File: config.mk
export PLATFORM = sky130hd
export DESIGN_NAME = datapath_1_flat
export DESIGN_NICKNAME = d
export VERILOG_FILES = /design/src/rtl/datapath_1_if.sv /design/src/rtl/datapath_1.sv /design/src/flat_wrapper.sv
export SDC_FILE = /design/constraint.sdc
export NUM_CORES = 1
export LEC_CHECK = 0
export CAP_MARGIN = 10
export CORE_MARGIN = 2
export CORE_UTILIZATION = 55
export CTS_BUF_LIST = sky130_fd_sc_hd__clkbuf_8
export DETAILED_ROUTE_END_ITERATION = 8
export HOLD_SLACK_MARGIN = 0.03
export PLACE_DENSITY = 0.84
export SETUP_SLACK_MARGIN = 0.15
export SYNTH_ARGS = -nofsm -noshare
export SYNTH_HDL_FRONTEND = slang
export SYNTH_SLANG_ARGS = --single-unit
File: constraint.sdc
create_clock -name clk -period 7.1 [get_ports clk]
set_input_delay 1.42 -clock clk [delete_from_list [all_inputs] [get_ports clk]]
set_output_delay 1.42 -clock clk [all_outputs]
set_load 0.01 [all_outputs]
File: src/rtl/datapath_1_if.sv
// Control strobes, memory data and observation outputs of the datapath_1 bus datapath.
interface datapath_1_if;
    logic        PCout, Zlowout, MDRout, R2out, R4out;
    logic        MARIn, ZIn, PCIn, MDRIn, IRIn, YIn;
    logic        R2In, R4In, R5In;
    logic        IncPC, AND, read;
    logic [31:0] Mdatain;
    logic [31:0] BusMuxOut;
    logic [31:0] R5q, PCq, IRq, MARq, Zlowq;

    modport master (
        output PCout, Zlowout, MDRout, R2out, R4out,
        output MARIn, ZIn, PCIn, MDRIn, IRIn, YIn,
        output R2In, R4In, R5In,
        output IncPC, AND, read, Mdatain,
        input  BusMuxOut, R5q, PCq, IRq, MARq, Zlowq
    );

    modport slave (
        input  PCout, Zlowout, MDRout, R2out, R4out,
        input  MARIn, ZIn, PCIn, MDRIn, IRIn, YIn,
        input  R2In, R4In, R5In,
        input  IncPC, AND, read, Mdatain,
        output BusMuxOut, R5q, PCq, IRq, MARq, Zlowq
    );
endinterface

File: src/rtl/datapath_1.sv
// Single-bus register datapath: prioritised bus mux, AND/increment ALU into 64-bit Z,
// every register loaded from the bus by its own strobe.
module datapath_1 (
    input  logic            clk,
    input  logic            clr,
    datapath_1_if.slave     dp
);
    logic [31:0] r2_q, r2_d, r4_q, r4_d, r5_q, r5_d;
    logic [31:0] pc_q, pc_d, ir_q, ir_d, mar_q, mar_d;
    logic [31:0] mdr_q, mdr_d, y_q, y_d;
    logic [63:0] z_q, z_d;
    logic [31:0] bus;
    logic [31:0] alu;

    always_comb begin
        bus = '0;
        if (dp.MDRout)       bus = mdr_q;
        else if (dp.PCout)   bus = pc_q;
        else if (dp.Zlowout) bus = z_q[31:0];
        else if (dp.R2out)   bus = r2_q;
        else if (dp.R4out)   bus = r4_q;
    end

    always_comb begin
        alu = bus;
        if (dp.AND)        alu = y_q & bus;
        else if (dp.IncPC) alu = bus + 32'd1;
    end

    // Loads see the pre-edge bus, so a register driving the bus while loading sees its old value.
    always_comb begin
        r2_d  = dp.R2In  ? bus : r2_q;
        r4_d  = dp.R4In  ? bus : r4_q;
        r5_d  = dp.R5In  ? bus : r5_q;
        pc_d  = dp.PCIn  ? bus : pc_q;
        ir_d  = dp.IRIn  ? bus : ir_q;
        mar_d = dp.MARIn ? bus : mar_q;
        y_d   = dp.YIn   ? bus : y_q;
        z_d   = dp.ZIn   ? {32'd0, alu} : z_q;
        mdr_d = mdr_q;
        if (dp.MDRIn) mdr_d = dp.read ? dp.Mdatain : bus;
    end

    always_ff @(posedge clk) begin
        if (clr) begin
            r2_q  <= '0;
            r4_q  <= '0;
            r5_q  <= '0;
            pc_q  <= '0;
            ir_q  <= '0;
            mar_q <= '0;
            mdr_q <= '0;
            y_q   <= '0;
            z_q   <= '0;
        end else begin
            r2_q  <= r2_d;
            r4_q  <= r4_d;
            r5_q  <= r5_d;
            pc_q  <= pc_d;
            ir_q  <= ir_d;
            mar_q <= mar_d;
            mdr_q <= mdr_d;
            y_q   <= y_d;
            z_q   <= z_d;
        end
    end

    assign dp.BusMuxOut = bus;
    assign dp.R5q       = r5_q;
    assign dp.PCq       = pc_q;
    assign dp.IRq       = ir_q;
    assign dp.MARq      = mar_q;
    assign dp.Zlowq     = z_q[31:0];
endmodule

File: src/flat_wrapper.sv
// flat-port wrapper written by rule: the top's interface ports become plain ports
module datapath_1_flat 
  (clk, clr, dp_PCout, dp_Zlowout, dp_MDRout, dp_R2out, dp_R4out, dp_MARIn, dp_ZIn, dp_PCIn, dp_MDRIn, dp_IRIn, dp_YIn, dp_R2In, dp_R4In, dp_R5In, dp_IncPC, dp_AND, dp_read, dp_Mdatain, dp_BusMuxOut, dp_R5q, dp_PCq, dp_IRq, dp_MARq, dp_Zlowq);
  datapath_1_if dp_i ();
  input  logic clk;
  input  logic clr;
  input wire logic [$bits(dp_i.PCout)-1:0] dp_PCout;
  input wire logic [$bits(dp_i.Zlowout)-1:0] dp_Zlowout;
  input wire logic [$bits(dp_i.MDRout)-1:0] dp_MDRout;
  input wire logic [$bits(dp_i.R2out)-1:0] dp_R2out;
  input wire logic [$bits(dp_i.R4out)-1:0] dp_R4out;
  input wire logic [$bits(dp_i.MARIn)-1:0] dp_MARIn;
  input wire logic [$bits(dp_i.ZIn)-1:0] dp_ZIn;
  input wire logic [$bits(dp_i.PCIn)-1:0] dp_PCIn;
  input wire logic [$bits(dp_i.MDRIn)-1:0] dp_MDRIn;
  input wire logic [$bits(dp_i.IRIn)-1:0] dp_IRIn;
  input wire logic [$bits(dp_i.YIn)-1:0] dp_YIn;
  input wire logic [$bits(dp_i.R2In)-1:0] dp_R2In;
  input wire logic [$bits(dp_i.R4In)-1:0] dp_R4In;
  input wire logic [$bits(dp_i.R5In)-1:0] dp_R5In;
  input wire logic [$bits(dp_i.IncPC)-1:0] dp_IncPC;
  input wire logic [$bits(dp_i.AND)-1:0] dp_AND;
  input wire logic [$bits(dp_i.read)-1:0] dp_read;
  input wire logic [$bits(dp_i.Mdatain)-1:0] dp_Mdatain;
  output wire logic [$bits(dp_i.BusMuxOut)-1:0] dp_BusMuxOut;
  output wire logic [$bits(dp_i.R5q)-1:0] dp_R5q;
  output wire logic [$bits(dp_i.PCq)-1:0] dp_PCq;
  output wire logic [$bits(dp_i.IRq)-1:0] dp_IRq;
  output wire logic [$bits(dp_i.MARq)-1:0] dp_MARq;
  output wire logic [$bits(dp_i.Zlowq)-1:0] dp_Zlowq;
  assign dp_i.PCout = dp_PCout;
  assign dp_i.Zlowout = dp_Zlowout;
  assign dp_i.MDRout = dp_MDRout;
  assign dp_i.R2out = dp_R2out;
  assign dp_i.R4out = dp_R4out;
  assign dp_i.MARIn = dp_MARIn;
  assign dp_i.ZIn = dp_ZIn;
  assign dp_i.PCIn = dp_PCIn;
  assign dp_i.MDRIn = dp_MDRIn;
  assign dp_i.IRIn = dp_IRIn;
  assign dp_i.YIn = dp_YIn;
  assign dp_i.R2In = dp_R2In;
  assign dp_i.R4In = dp_R4In;
  assign dp_i.R5In = dp_R5In;
  assign dp_i.IncPC = dp_IncPC;
  assign dp_i.AND = dp_AND;
  assign dp_i.read = dp_read;
  assign dp_i.Mdatain = dp_Mdatain;
  assign dp_BusMuxOut = dp_i.BusMuxOut;
  assign dp_R5q = dp_i.R5q;
  assign dp_PCq = dp_i.PCq;
  assign dp_IRq = dp_i.IRq;
  assign dp_MARq = dp_i.MARq;
  assign dp_Zlowq = dp_i.Zlowq;
  datapath_1 u_core (.clk(clk), .clr(clr), .dp(dp_i));
endmodule
==> impl_metrics.yaml <==
layout:
  antenna_cells: 0
  multi_input_area_um2: 5930
  area_delta_synth_final_pct: 26.4
  fin_util_pct: 70.3
  fillCellCount: 1770
  nets: 1640
  seqCellArea_um2: 5770
  drive_gt1_share_pct: 8.39
worst_setup_path:
  start_kind: "primary input"
  crit_path_end: "dp_BusMuxOut[0]"
  cp-end-kind: "output port"
  r2r_end: "u_core.z_q[22]"
  crit_type: "primary input to output port"
  startpoint: "dp_R4out"
  crit_fanout: 20
  r2r_start: "u_core.dp.PCq[0]"
  critPathSlowestCell: "clkdlybuf4s50_1"
  worstPathRequired_ns: 5.68
  arrival_ns: 4.66
  r2r_setup_slack_ns: 3.44
  slowest_delay_ns: 0.87
  worstRegToRegCells: 10
  cp_cell_sequence: "clkdlybuf4s50_1 > nor2b_4 > a31oi_1 > a31oi_1 > clkdlybuf4s50_1"
global_routing:
  use_met1_pct: 39.4
  grt_pass1_vias: 10800
  overflow: 0
  grt_max_degree: 166
  grt_use_met3_pct: 6.47
  grt_pass1_wl_mm: 58.8
  top_usage_layer: "met2"
  antenna_found_initial: 1
  grtUsageTotal_pct: 30.6
  gr-usage-met2_pct: 49.3
placement:
  io_buffers: 242
  hpwl_mm: 23.6
  gp_congestion: 0.849
  pre_cts_ws_ns: 0.992
clock_tree:
  cts_buffers: 47
  path_clk_slew_ns: 0.06
  cts.sinks: 288
  clock-root-buffer: "clkbuf_8"
  cts_hold_buf: 0
  postCtsSetupRepairBufs: 0
  htreeDepth: 2
  clk_path_buf_depth: 3
  cts_tree: "done"
  post_cts_resized: 0
  insertion_delay_ns: 0.57
outcome:
  status: "complete, no violations"
die:
  ios: 243
  core_um2: 22400
  die_h_um: 155
  die-area_um2: 23900
  chipWidth_um: 155
  rows: 55
  start_util_pct: 55.6
synth:
  synth.area.top_cells: "dfxtp_1 46%, mux2i_1 12%, nor2_1 9.2%"
  synth_most_common_cell: "nor2_1"
  synth_enable_flop_cells: 0
  yosysTopAreaCellShare_pct: 46.2
  synth_nets: 1456
  ys_seq_elements: 288
  yosysWarnings: 0
  yosysUniqueCellTypes: 65
  async_flop_share_pct: 0
  ys_seq_area_share_pct: 46.2
  syn_inst: 1404
  synth_commonest_cells: "305 x nor2_1, 288 x dfxtp_1, 152 x mux2i_1"
  synth_area_um2: 12500
  yosys.area.top_type: "dfxtp_1"
  postSynthAreaPerCell_um2: 8.88
  synth_flop_cell: "dfxtp_1"
routing:
  post_drt_wl_per_cell_um: 19.9
  wirelength_mm: 37.8
  via_per_inst: 5.91
  drt_first_pass_iters: 5
  drc: 0
  antenna_left: 0
  route.vias.total: 11300
  drt_iter0_drc: 1063
power_and_ir_drop:
  p_leak_nw: 6.35
  peakVddDrop_uv: 168
  power_density_nw_per_um2: 244
  power_mw: 3.84
sta:
  finalSetupViolCount: 0
  post-route-period-util_pct: 85.6
  fin_worst_skew_ns: 0.0252
  slew_headroom_pct: 17.9
  worstMarginPinSlew_ns: 1.23
  slew_violations: 0
  layout_setup_ws_ns: 1.02
  fmax_mhz: 164
  rsz0062_at_grt: "false"
  finalSetupTns_ns: 0
  period_needed_ns: 6.08
  finalHoldViolCount: 0
min_path:
  worstHoldPathType: "flop to flop"
job:
  max_cap_viol_count: 0
[cell usage in the layout, fill, tap and decap left out, types with 38 or more instances in the layout]
cell               n
clkbuf_8          57
mux2i_1          152
inv_1             50
nand2_1           73
buf_4             38
a211oi_1         137
nor2_1           305
o21ai_0           40
clkdlybuf4s50_1  229
dfxtp_1          288
[critical path: cells and delay by family]
kind                   cells  cell delay, ns
AOI/OAI and AO/OA          2            0.95
buffers and inverters      2            1.58
and+or+nand+nor            1            0.70
[where the power goes]
group | switching, mW | internal, mW
combinational | 0.347 | 0.280
sequential | 0.0597 | 1.72
clock | 0.658 | 0.785
total | 1.06 | 2.78
[per-layer routing]
| metal | vias to the layer above | part of all wire [%] |
|---|---|---|
| li1 | 5325 | - |
| met1 | 5318 | 41 |
| met4 | 0 | 4.1 |
| met3 | 95 | 8.2 |
| met5 | - | 0 |
| met2 | 520 | 46 |
[final cells by class]
| type | instances | share of cell area, % |
|---|---|---|
| Inverter | 34 | 0.810 |
| Clock buffer | 56 | 4.89 |
| Clock inverter | 26 | 1.02 |
| Tap cell | 285 | 2.26 |
| Timing Repair Buffer | 280 | 16.8 |
| Sequential cell | 288 | 36.6 |
| Multi-Input combinational cell | 937 | 37.6 |
[flip-flops by register name (all words and copies together) (netlist names)]
name	count
u_core.mdr_q	32
u_core.z_q	32
u_core.r4_q	32
u_core.r2_q	32
u_core.dp.R5q	32
u_core.y_q	32
u_core.dp.IRq	32
u_core.dp.MARq	32
u_core.dp.PCq	32
[metrics by stage]
stage                     hold WS (ns)  cell area (µm²)  instances
after CTS                        0.484            15800       1906
after global routing             0.504            15800       1906
after detailed placement         0.475            14800       1824
after floorplan                  0.451            12500       1404
final                            0.484            15800       1906
after global placement           0.466            14800       1824
[cell families after synthesis]
group	share of synthesized area [%]
AO/OA/AOI/OAI	19.1
adder cells (fa/ha/maj)	0.100
buffers and inverters	6.23
flip-flops	46.2
multiplexers	12.6
AND/OR/NAND/NOR	15.8
[worst min-delay path by stage]
stage	startpoint	end	slack, ns	cells past startpoint
after floorplan	u_core.y_q[26]	u_core.y_q[26]	0.45	2
after global placement	u_core.y_q[30]	u_core.y_q[30]	0.47	2
after detailed placement	u_core.y_q[24]	u_core.y_q[24]	0.48	2
after CTS	u_core.dp.R5q[10]	u_core.dp.R5q[10]	0.48	2
after global routing	u_core.dp.IRq[1]	u_core.dp.IRq[1]	0.50	2
final	u_core.dp.R5q[10]	u_core.dp.R5q[10]	0.48	2
Note: power is estimated with default switching activity, not from simulation.
